**src/rtl/reg_bank_pkg.sv**
```systemverilog
// Shared definitions for the round-robin arbitrated register bank.
// - Parameter ceilings for requester and register counts.
// - wr_stage_t: payload held in the one-cycle write stage, sized for the ceilings.
// - idx_slice(): bit offset of slice idx in a packed per-requester bus.
package reg_bank_pkg;

  localparam int unsigned MaxReqNum    = 8;
  localparam int unsigned MaxRegNum    = 256;
  localparam int unsigned MaxDataWidth = 64;
  localparam int unsigned MaxIdWidth   = $clog2(MaxReqNum);
  localparam int unsigned MaxAddrWidth = $clog2(MaxRegNum);

  // Fields are ceiling-sized; instances zero-extend into them.
  typedef struct packed {
    logic [MaxAddrWidth-1:0] addr;
    logic [MaxDataWidth-1:0] data;
    logic [MaxIdWidth-1:0]   id;
  } wr_stage_t;

  function automatic int unsigned idx_slice(input int unsigned idx, input int unsigned width);
    return idx * width;
  endfunction

endpackage

```
**src/rtl/reg_bank_rr_arb_if.sv**
```systemverilog
// Bus between the config requesters and the shared register bank.
// - req_valid_i / req_ready_o : per-requester write handshake
// - req_addr_i / req_dat_i    : packed per-requester payload, requester i uses slice i
// - wr_done_o / wr_id_o / wr_err_o : completion report, one cycle after the handshake
// - rd_addr_i / rd_dat_o      : combinational read port
// Signal suffixes are relative to the bank (slave side).
interface reg_bank_rr_arb_if #(
  parameter int unsigned REQ_NUM    = 4,
  parameter int unsigned REG_NUM    = 8,
  parameter int unsigned DATA_WIDTH = 32
) ();

  localparam int unsigned ADDR_WIDTH = $clog2(REG_NUM);
  localparam int unsigned ID_WIDTH   = $clog2(REQ_NUM);

  logic [REQ_NUM-1:0]            req_valid_i;
  logic [REQ_NUM-1:0]            req_ready_o;
  logic [REQ_NUM*ADDR_WIDTH-1:0] req_addr_i;
  logic [REQ_NUM*DATA_WIDTH-1:0] req_dat_i;
  logic                          wr_done_o;
  logic [ID_WIDTH-1:0]           wr_id_o;
  logic                          wr_err_o;
  logic [ADDR_WIDTH-1:0]         rd_addr_i;
  logic [DATA_WIDTH-1:0]         rd_dat_o;

  modport master (
    output req_valid_i, req_addr_i, req_dat_i, rd_addr_i,
    input  req_ready_o, wr_done_o, wr_id_o, wr_err_o, rd_dat_o
  );

  modport slave (
    input  req_valid_i, req_addr_i, req_dat_i, rd_addr_i,
    output req_ready_o, wr_done_o, wr_id_o, wr_err_o, rd_dat_o
  );

endinterface

```
**src/rtl/rr_arbiter.sv**
```systemverilog
// Round-robin arbiter with a rotating priority pointer.
// - clk_i, rst_i : clock, asynchronous active-high reset (pointer -> 0)
// - req_i        : request vector
// - advance_i    : the current grant was accepted; move pointer past the winner
// - gnt_o        : one-hot (or zero) grant, combinational
// - gnt_idx_o    : index of the granted requester (0 when no grant)
module rr_arbiter #(
  parameter int unsigned REQ_NUM = 4,
  localparam int unsigned ID_WIDTH = $clog2(REQ_NUM)
) (
  input  logic                clk_i,
  input  logic                rst_i,
  input  logic [REQ_NUM-1:0]  req_i,
  input  logic                advance_i,
  output logic [REQ_NUM-1:0]  gnt_o,
  output logic [ID_WIDTH-1:0] gnt_idx_o
);

  logic [ID_WIDTH-1:0] ptr_q, ptr_d;
  logic                found;
  int unsigned         idx;

  // Scan from the pointer, wrapping modulo REQ_NUM (need not be a power of two).
  always_comb begin
    gnt_o     = '0;
    gnt_idx_o = '0;
    found     = 1'b0;
    idx       = 0;
    for (int unsigned k = 0; k < REQ_NUM; k++) begin
      idx = 32'(ptr_q) + k;
      if (idx >= REQ_NUM) idx = idx - REQ_NUM;
      if (!found && req_i[idx]) begin
        found      = 1'b1;
        gnt_o[idx] = 1'b1;
        gnt_idx_o  = ID_WIDTH'(idx);
      end
    end
  end

  always_comb begin
    ptr_d = gnt_idx_o + 1'b1;
    if (32'(gnt_idx_o) == REQ_NUM - 1) ptr_d = '0;
  end

  always_ff @(posedge clk_i or posedge rst_i) begin
    if (rst_i) begin
      ptr_q <= '0;
    end else if (advance_i) begin
      ptr_q <= ptr_d;
    end
  end

endmodule

```
**src/rtl/reg_bank_rr_arb.sv**
```systemverilog
// Register bank with one write port shared by REQ_NUM requesters (round robin).
// - clk_i : clock, rising edge
// - rst_i : asynchronous active-high reset; clears bank, pointer, write stage
// - clr_i : synchronous clear of the whole bank; blocks grants, discards staged write
// - bus   : slave modport of reg_bank_rr_arb_if (handshake, completion, read port)
// A granted write is captured into the stage on the handshake edge (wr_done_o is high
// the following cycle) and lands in the bank on the next edge. Reads never bypass.
module reg_bank_rr_arb
  import reg_bank_pkg::*;
#(
  parameter int unsigned REQ_NUM    = 4,
  parameter int unsigned REG_NUM    = 8,
  parameter int unsigned DATA_WIDTH = 32
) (
  input  logic                  clk_i,
  input  logic                  rst_i,
  input  logic                  clr_i,
  reg_bank_rr_arb_if.slave      bus
);

  localparam int unsigned ADDR_WIDTH = $clog2(REG_NUM);
  localparam int unsigned ID_WIDTH   = $clog2(REQ_NUM);

  logic [REQ_NUM-1:0]    req_masked;
  logic [REQ_NUM-1:0]    gnt;
  logic [ID_WIDTH-1:0]   gnt_idx;
  logic                  xfer;
  wr_stage_t             stage_q, stage_d;
  logic                  stage_valid_q;
  logic                  stage_in_range;
  logic [DATA_WIDTH-1:0] bank_q [REG_NUM];
  logic [DATA_WIDTH-1:0] rd_dat;

  // Nobody is granted while clearing or in reset.
  assign req_masked = bus.req_valid_i & {REQ_NUM{~(clr_i | rst_i)}};

  rr_arbiter #(
    .REQ_NUM(REQ_NUM)
  ) u_arb (
    .clk_i    (clk_i),
    .rst_i    (rst_i),
    .req_i    (req_masked),
    .advance_i(xfer),
    .gnt_o    (gnt),
    .gnt_idx_o(gnt_idx)
  );

  assign xfer            = |gnt;
  assign bus.req_ready_o = gnt;

  always_comb begin
    stage_d      = '0;
    stage_d.addr = MaxAddrWidth'(bus.req_addr_i[idx_slice(32'(gnt_idx), ADDR_WIDTH) +: ADDR_WIDTH]);
    stage_d.data = MaxDataWidth'(bus.req_dat_i[idx_slice(32'(gnt_idx), DATA_WIDTH) +: DATA_WIDTH]);
    stage_d.id   = MaxIdWidth'(gnt_idx);
  end

  always_ff @(posedge clk_i or posedge rst_i) begin
    if (rst_i) begin
      stage_valid_q <= 1'b0;
      stage_q       <= '0;
    end else begin
      stage_valid_q <= xfer;
      if (xfer) stage_q <= stage_d;
    end
  end

  assign stage_in_range = 32'(stage_q.addr) < REG_NUM;

  // Clear wins over a staged write, which is dropped.
  always_ff @(posedge clk_i or posedge rst_i) begin
    if (rst_i) begin
      for (int unsigned r = 0; r < REG_NUM; r++) bank_q[r] <= '0;
    end else if (clr_i) begin
      for (int unsigned r = 0; r < REG_NUM; r++) bank_q[r] <= '0;
    end else if (stage_valid_q && stage_in_range) begin
      for (int unsigned r = 0; r < REG_NUM; r++) begin
        if (32'(stage_q.addr) == r) bank_q[r] <= stage_q.data[DATA_WIDTH-1:0];
      end
    end
  end

  // Done still pulses for a write dropped by clr_i, but never flagged as an error.
  assign bus.wr_done_o = stage_valid_q;
  assign bus.wr_id_o   = stage_q.id[ID_WIDTH-1:0];
  assign bus.wr_err_o  = stage_valid_q & ~stage_in_range & ~clr_i;

  always_comb begin
    rd_dat = '0;
    for (int unsigned r = 0; r < REG_NUM; r++) begin
      if (32'(bus.rd_addr_i) == r) rd_dat = bank_q[r];
    end
  end

  assign bus.rd_dat_o = rd_dat;

  // Ceiling-sized stage fields have upper bits that are never read.
  logic unused_stage_bits;
  assign unused_stage_bits = ^stage_q;

  assert property (@(posedge clk_i) disable iff (rst_i) $onehot0(bus.req_ready_o))
    else $error("req_ready_o has more than one bit set");

  for (genvar gi = 0; gi < REQ_NUM; gi++) begin : g_stable
    assert property (@(posedge clk_i) disable iff (rst_i)
      (bus.req_valid_i[gi] && !bus.req_ready_o[gi]) |=>
        ($stable(bus.req_addr_i[gi*ADDR_WIDTH +: ADDR_WIDTH]) &&
         $stable(bus.req_dat_i[gi*DATA_WIDTH +: DATA_WIDTH])))
      else $error("requester %0d changed payload while waiting", gi);
  end

endmodule

```
**src/flat_wrapper.sv**
```systemverilog
// flat-port wrapper written by rule: the top's interface ports become plain ports
module reg_bank_rr_arb_flat import reg_bank_pkg::*;
#(
  parameter int unsigned REQ_NUM    = 4,
  parameter int unsigned REG_NUM    = 8,
  parameter int unsigned DATA_WIDTH = 32
)
  (clk_i, rst_i, clr_i, bus_req_valid_i, bus_req_addr_i, bus_req_dat_i, bus_rd_addr_i, bus_req_ready_o, bus_wr_done_o, bus_wr_id_o, bus_wr_err_o, bus_rd_dat_o);
  reg_bank_rr_arb_if #(.REQ_NUM(REQ_NUM), .REG_NUM(REG_NUM), .DATA_WIDTH(DATA_WIDTH)) bus_i ();
  input  logic clk_i;
  input  logic rst_i;
  input  logic clr_i;
  input wire logic [$bits(bus_i.req_valid_i)-1:0] bus_req_valid_i;
  input wire logic [$bits(bus_i.req_addr_i)-1:0] bus_req_addr_i;
  input wire logic [$bits(bus_i.req_dat_i)-1:0] bus_req_dat_i;
  input wire logic [$bits(bus_i.rd_addr_i)-1:0] bus_rd_addr_i;
  output wire logic [$bits(bus_i.req_ready_o)-1:0] bus_req_ready_o;
  output wire logic [$bits(bus_i.wr_done_o)-1:0] bus_wr_done_o;
  output wire logic [$bits(bus_i.wr_id_o)-1:0] bus_wr_id_o;
  output wire logic [$bits(bus_i.wr_err_o)-1:0] bus_wr_err_o;
  output wire logic [$bits(bus_i.rd_dat_o)-1:0] bus_rd_dat_o;
  assign bus_i.req_valid_i = bus_req_valid_i;
  assign bus_i.req_addr_i = bus_req_addr_i;
  assign bus_i.req_dat_i = bus_req_dat_i;
  assign bus_i.rd_addr_i = bus_rd_addr_i;
  assign bus_req_ready_o = bus_i.req_ready_o;
  assign bus_wr_done_o = bus_i.wr_done_o;
  assign bus_wr_id_o = bus_i.wr_id_o;
  assign bus_wr_err_o = bus_i.wr_err_o;
  assign bus_rd_dat_o = bus_i.rd_dat_o;
  reg_bank_rr_arb #(.REQ_NUM(REQ_NUM), .REG_NUM(REG_NUM), .DATA_WIDTH(DATA_WIDTH)) u_core (.clk_i(clk_i), .rst_i(rst_i), .clr_i(clr_i), .bus(bus_i));
endmodule
```
**config.mk**
```make
export PLATFORM = sky130hd
export DESIGN_NAME = reg_bank_rr_arb_flat
export DESIGN_NICKNAME = d
export VERILOG_FILES = /design/src/rtl/reg_bank_pkg.sv /design/src/rtl/reg_bank_rr_arb_if.sv /design/src/rtl/rr_arbiter.sv /design/src/rtl/reg_bank_rr_arb.sv /design/src/flat_wrapper.sv
export SDC_FILE = /design/constraint.sdc
export NUM_CORES = 1
export LEC_CHECK = 0
export ABC_AREA = 1
export CORE_MARGIN = 5
export CORE_UTILIZATION = 55
export DETAILED_ROUTE_END_ITERATION = 8
export GPL_ROUTABILITY_DRIVEN = 0
export HOLD_SLACK_MARGIN = 0.12
export PLACE_DENSITY = 0.8
export SKIP_LAST_GASP = 1
export SYNTH_ARGS = -nofsm -noshare
export SYNTH_HDL_FRONTEND = slang
export SYNTH_SLANG_ARGS = --single-unit
```
**constraint.sdc**
```tcl
create_clock -name clk_i -period 28.1 [get_ports clk_i]
set_input_delay 7.025 -clock clk_i [delete_from_list [all_inputs] [get_ports clk_i]]
set_output_delay 7.025 -clock clk_i [all_outputs]
set_load 0.01 [all_outputs]
```
==> flow_summary.toml <==
[sta]
count_of_endpoints_failing_setup_in_the_final_report = 0
min_period_over_period = 0.639
fmaxAchievable_mhz = 55.7
tightestPinTransition_ns = 1.23
finalWorstPathRequiredPeriod_ns = 17.95
worst_slew_margin_rel = 0.180
rsz0062_at_grt = "false"
setup_tns_ns = 0
timing.final.max_slew_violations = 0
finalClockSkew_ns = 0.0123
final_hold_viol_count = 0

[power_and_ir_drop]
cell_internal_pwr_mw = 1.13
static-leakage-power_nw = 8.79
power.switching_fraction = 0.436
vdd_ir_drop_max_uv = 98.6
power_frac_clock = 0.181
power_frac_seq = 0.331
share_comb_of_total_power = 0.488
switching_pwr_mw = 0.872
p_per_area_nw_per_um2 = 111

[clocking]
cts.repair.resized = 0
clock_tree.root_cell = "sky130_fd_sc_hd__clkbuf_16"
cts_max_path_buffers = 3
cts_hold_buffers = 0
cts.repair_timing.setup_buffer_count = 0
clock_latency_ns = 0.54
h-tree-depth = 1
cts_tree = "done"
clock_sinks = 296
cts.clk_slew.worst_paths_ns = 0.05
numCtsBuffers = 29

[detailed_routing]
remaining_drc_errors = 0
wirelength_mm = 41.5
number_of_routed_nets_with_antenna_violations = 0
detail_route.vias_per_cell = 5.62
first_iter_violations = 1131
drt-pass1-iter-count = 6
dr_total_vias = 13300
wl_per_cell_um = 17.6

[place]
port_buffer_cells = 188
dp.final_hpwl_mm = 26.6

[floorplan]
die-height_um = 176
floorplan.initialDensity = 0.561
die_width_um = 176
core_area_um2 = 27000
ioPinCount = 190
overall_die_area_um2 = 31000
core.rowCount = 60

[min_path]
holdCritStartpoint = "u_core.bank_q[41]"
timing.hold.worst_path_depth = 2
min_path_type = "flop to flop"
min_delay_worst_endpoint = "u_core.bank_q[41]"

[synth]
ys_types = 35
postSynthCellCount = 1872
post_synth.cell_area_avg_um2 = 8.11
postSynthRegisterBits = 296
ys_warn_count = 0
seq_area_frac_synth = 0.488
syn_area_um2 = 15200
synth.net_count = 2030

[grt]
first_global_vias = 13300
gr-max-usage-layer = "met2"
grt_util_met2 = 0.445
antenna_found_initial = 0
global_route.usage.total = 0.266
gr-total-overflow = 0
grt_max_degree = 94
first_pass_grt_wire_length_mm = 67.9
global_route.usage.met1 = 0.345
gr-usage-met3 = 0.0623

[run_status]
status = "completed"

[critical_path]
worst-setup-path-type = "primary input to output pin"
worstSetupEndpointType = "output pin"
critPathRequiredTime_ns = 21.08
worstSetupStartpointType = "primary input"
worst_ep_arrival_time_ns = 10.93
rr_startpoint = "u_core.u_arb.ptr_q[0]"
critical_path_peak_fanout = 25
r2r_setup_slack_ns = 24.01
rr_worst_depth = 12
critical_path.reg2reg.endpoint = "u_core.stage_q[5]"

[final_layout]
synthToLayoutAreaGrowth_pct = 19.0
layout_commonest_cell = "sky130_fd_sc_hd__nand2_1"
drive_above_1_share = 0.0871
mostFrequentLayoutCells = "sky130_fd_sc_hd__nand2_1 (492), sky130_fd_sc_hd__dfrtp_1 (296), sky130_fd_sc_hd__inv_1 (291)"
num_antenna_cells = 0
finalNetCount = 2159
finish.utilization = 0.668

[flow_run]
drv_cap = 0
per-stage QoR:
step / worst slack [ns] / hold WS (ns) / cell area [µm²] / std cells / total power [mW]
floorplan: 12.64 / 0.450 / 15200 / 1872 / 1.40
global placement: 10.32 / 0.463 / 17200 / 2311 / 1.60
detailed placement: 10.10 / 0.467 / 17200 / 2311 / 1.63
CTS: 10.01 / 0.483 / 18100 / 2361 / 2.00
global route: 9.90 / 0.506 / 18100 / 2361 / 2.17
finish: 10.15 / 0.484 / 18100 / 2361 / 2.00
power by group through the flow:
| stage | Sequential, mW | Combinational, mW | Clock, mW |
|---|---|---|---|
| floorplan | 0.640 | 0.757 | 0 |
| global placement | 0.658 | 0.943 | 0 |
| detailed placement | 0.665 | 0.965 | 0 |
| CTS | 0.660 | 0.973 | 0.367 |
| global route | 0.677 | 1.11 | 0.384 |
| finish | 0.662 | 0.975 | 0.362 |
layout make-up:
class,instances,area [µm²]
Clock buffer,45,846
Timing Repair Buffer,207,2020
Tap cell,341,427
Multi-Input combinational cell,1172,6210
Sequential cell,296,7410
Fill cell,2136,8970
Inverter,295,1110
Clock inverter,5,31.3
flip-flops by register name, summed over array words and instances (netlist names):
name,cells
u_core.bus.wr_id_o,2
u_core.stage_q,35
u_core.u_arb.ptr_q,2
u_core.bus.wr_done_o,1
u_core.bank_q,256
per-layer routing:
| metal | routed length, µm | up-vias |
|---|---|---|
| met1 | 16500 | 6355 |
| met5 | 0 | - |
| met4 | 1240 | 0 |
| met2 | 19800 | 592 |
| li1 | - | 6242 |
| met3 | 3910 | 86 |
cell families after synthesis:
| kind of cell | synth area share |
|---|---|
| AOI/OAI and AO/OA | 0.110 |
| xor gates and xnor gates | 0.000577 |
| adders and majority gates | 0.00660 |
| buffers and inverters | 0.106 |
| DFF | 0.488 |
| muxes | 0.0668 |
| other | 0.000247 |
| and+or+nand+nor | 0.221 |
synth_stat cells, drive strengths merged:
master   number  area, µm²
nand2       501       1920
nand3b       35        263
a21boi        3       22.5
clkbuf       60        225
clkinv        1       3.75
a21oi        62        310
inv         294       1100
o2111ai      21        184
o21ai       173        877
nor3          5       25.0
mux2         90       1010
xnor2         1       8.76
ha            8        100
o31ai         1       7.51
a211oi        1       7.51
dfrtp       296       7410
nor2         49        223
conb          1       3.75
nand4         9       56.3
o22ai        32        200
nand3       173        871
buf          49        283
o221ai        7       61.3
how the worst max path moves through the flow:
stage	from	end	slack [ns]
final	bus_rd_addr_i[0]	bus_rd_dat_o[26]	10.15
after global routing	bus_rd_addr_i[0]	bus_rd_dat_o[20]	9.90
after CTS	bus_rd_addr_i[0]	bus_rd_dat_o[20]	10.01
after detailed placement	bus_rd_addr_i[0]	bus_rd_dat_o[20]	10.10
after global placement	bus_rd_addr_i[0]	bus_rd_dat_o[1]	10.32
after floorplan	bus_rd_addr_i[1]	bus_rd_dat_o[10]	12.64
worst max-delay path: stages:
cell and delay (ns):
sky130_fd_sc_hd__clkdlybuf4s50_1 0.60, sky130_fd_sc_hd__inv_1 0.11, sky130_fd_sc_hd__nor3_1 0.96, sky130_fd_sc_hd__clkinv_1 1.09, sky130_fd_sc_hd__o2111ai_1 0.54, sky130_fd_sc_hd__clkdlybuf4s50_1 0.60
Power figures use the tool's default switching activity.
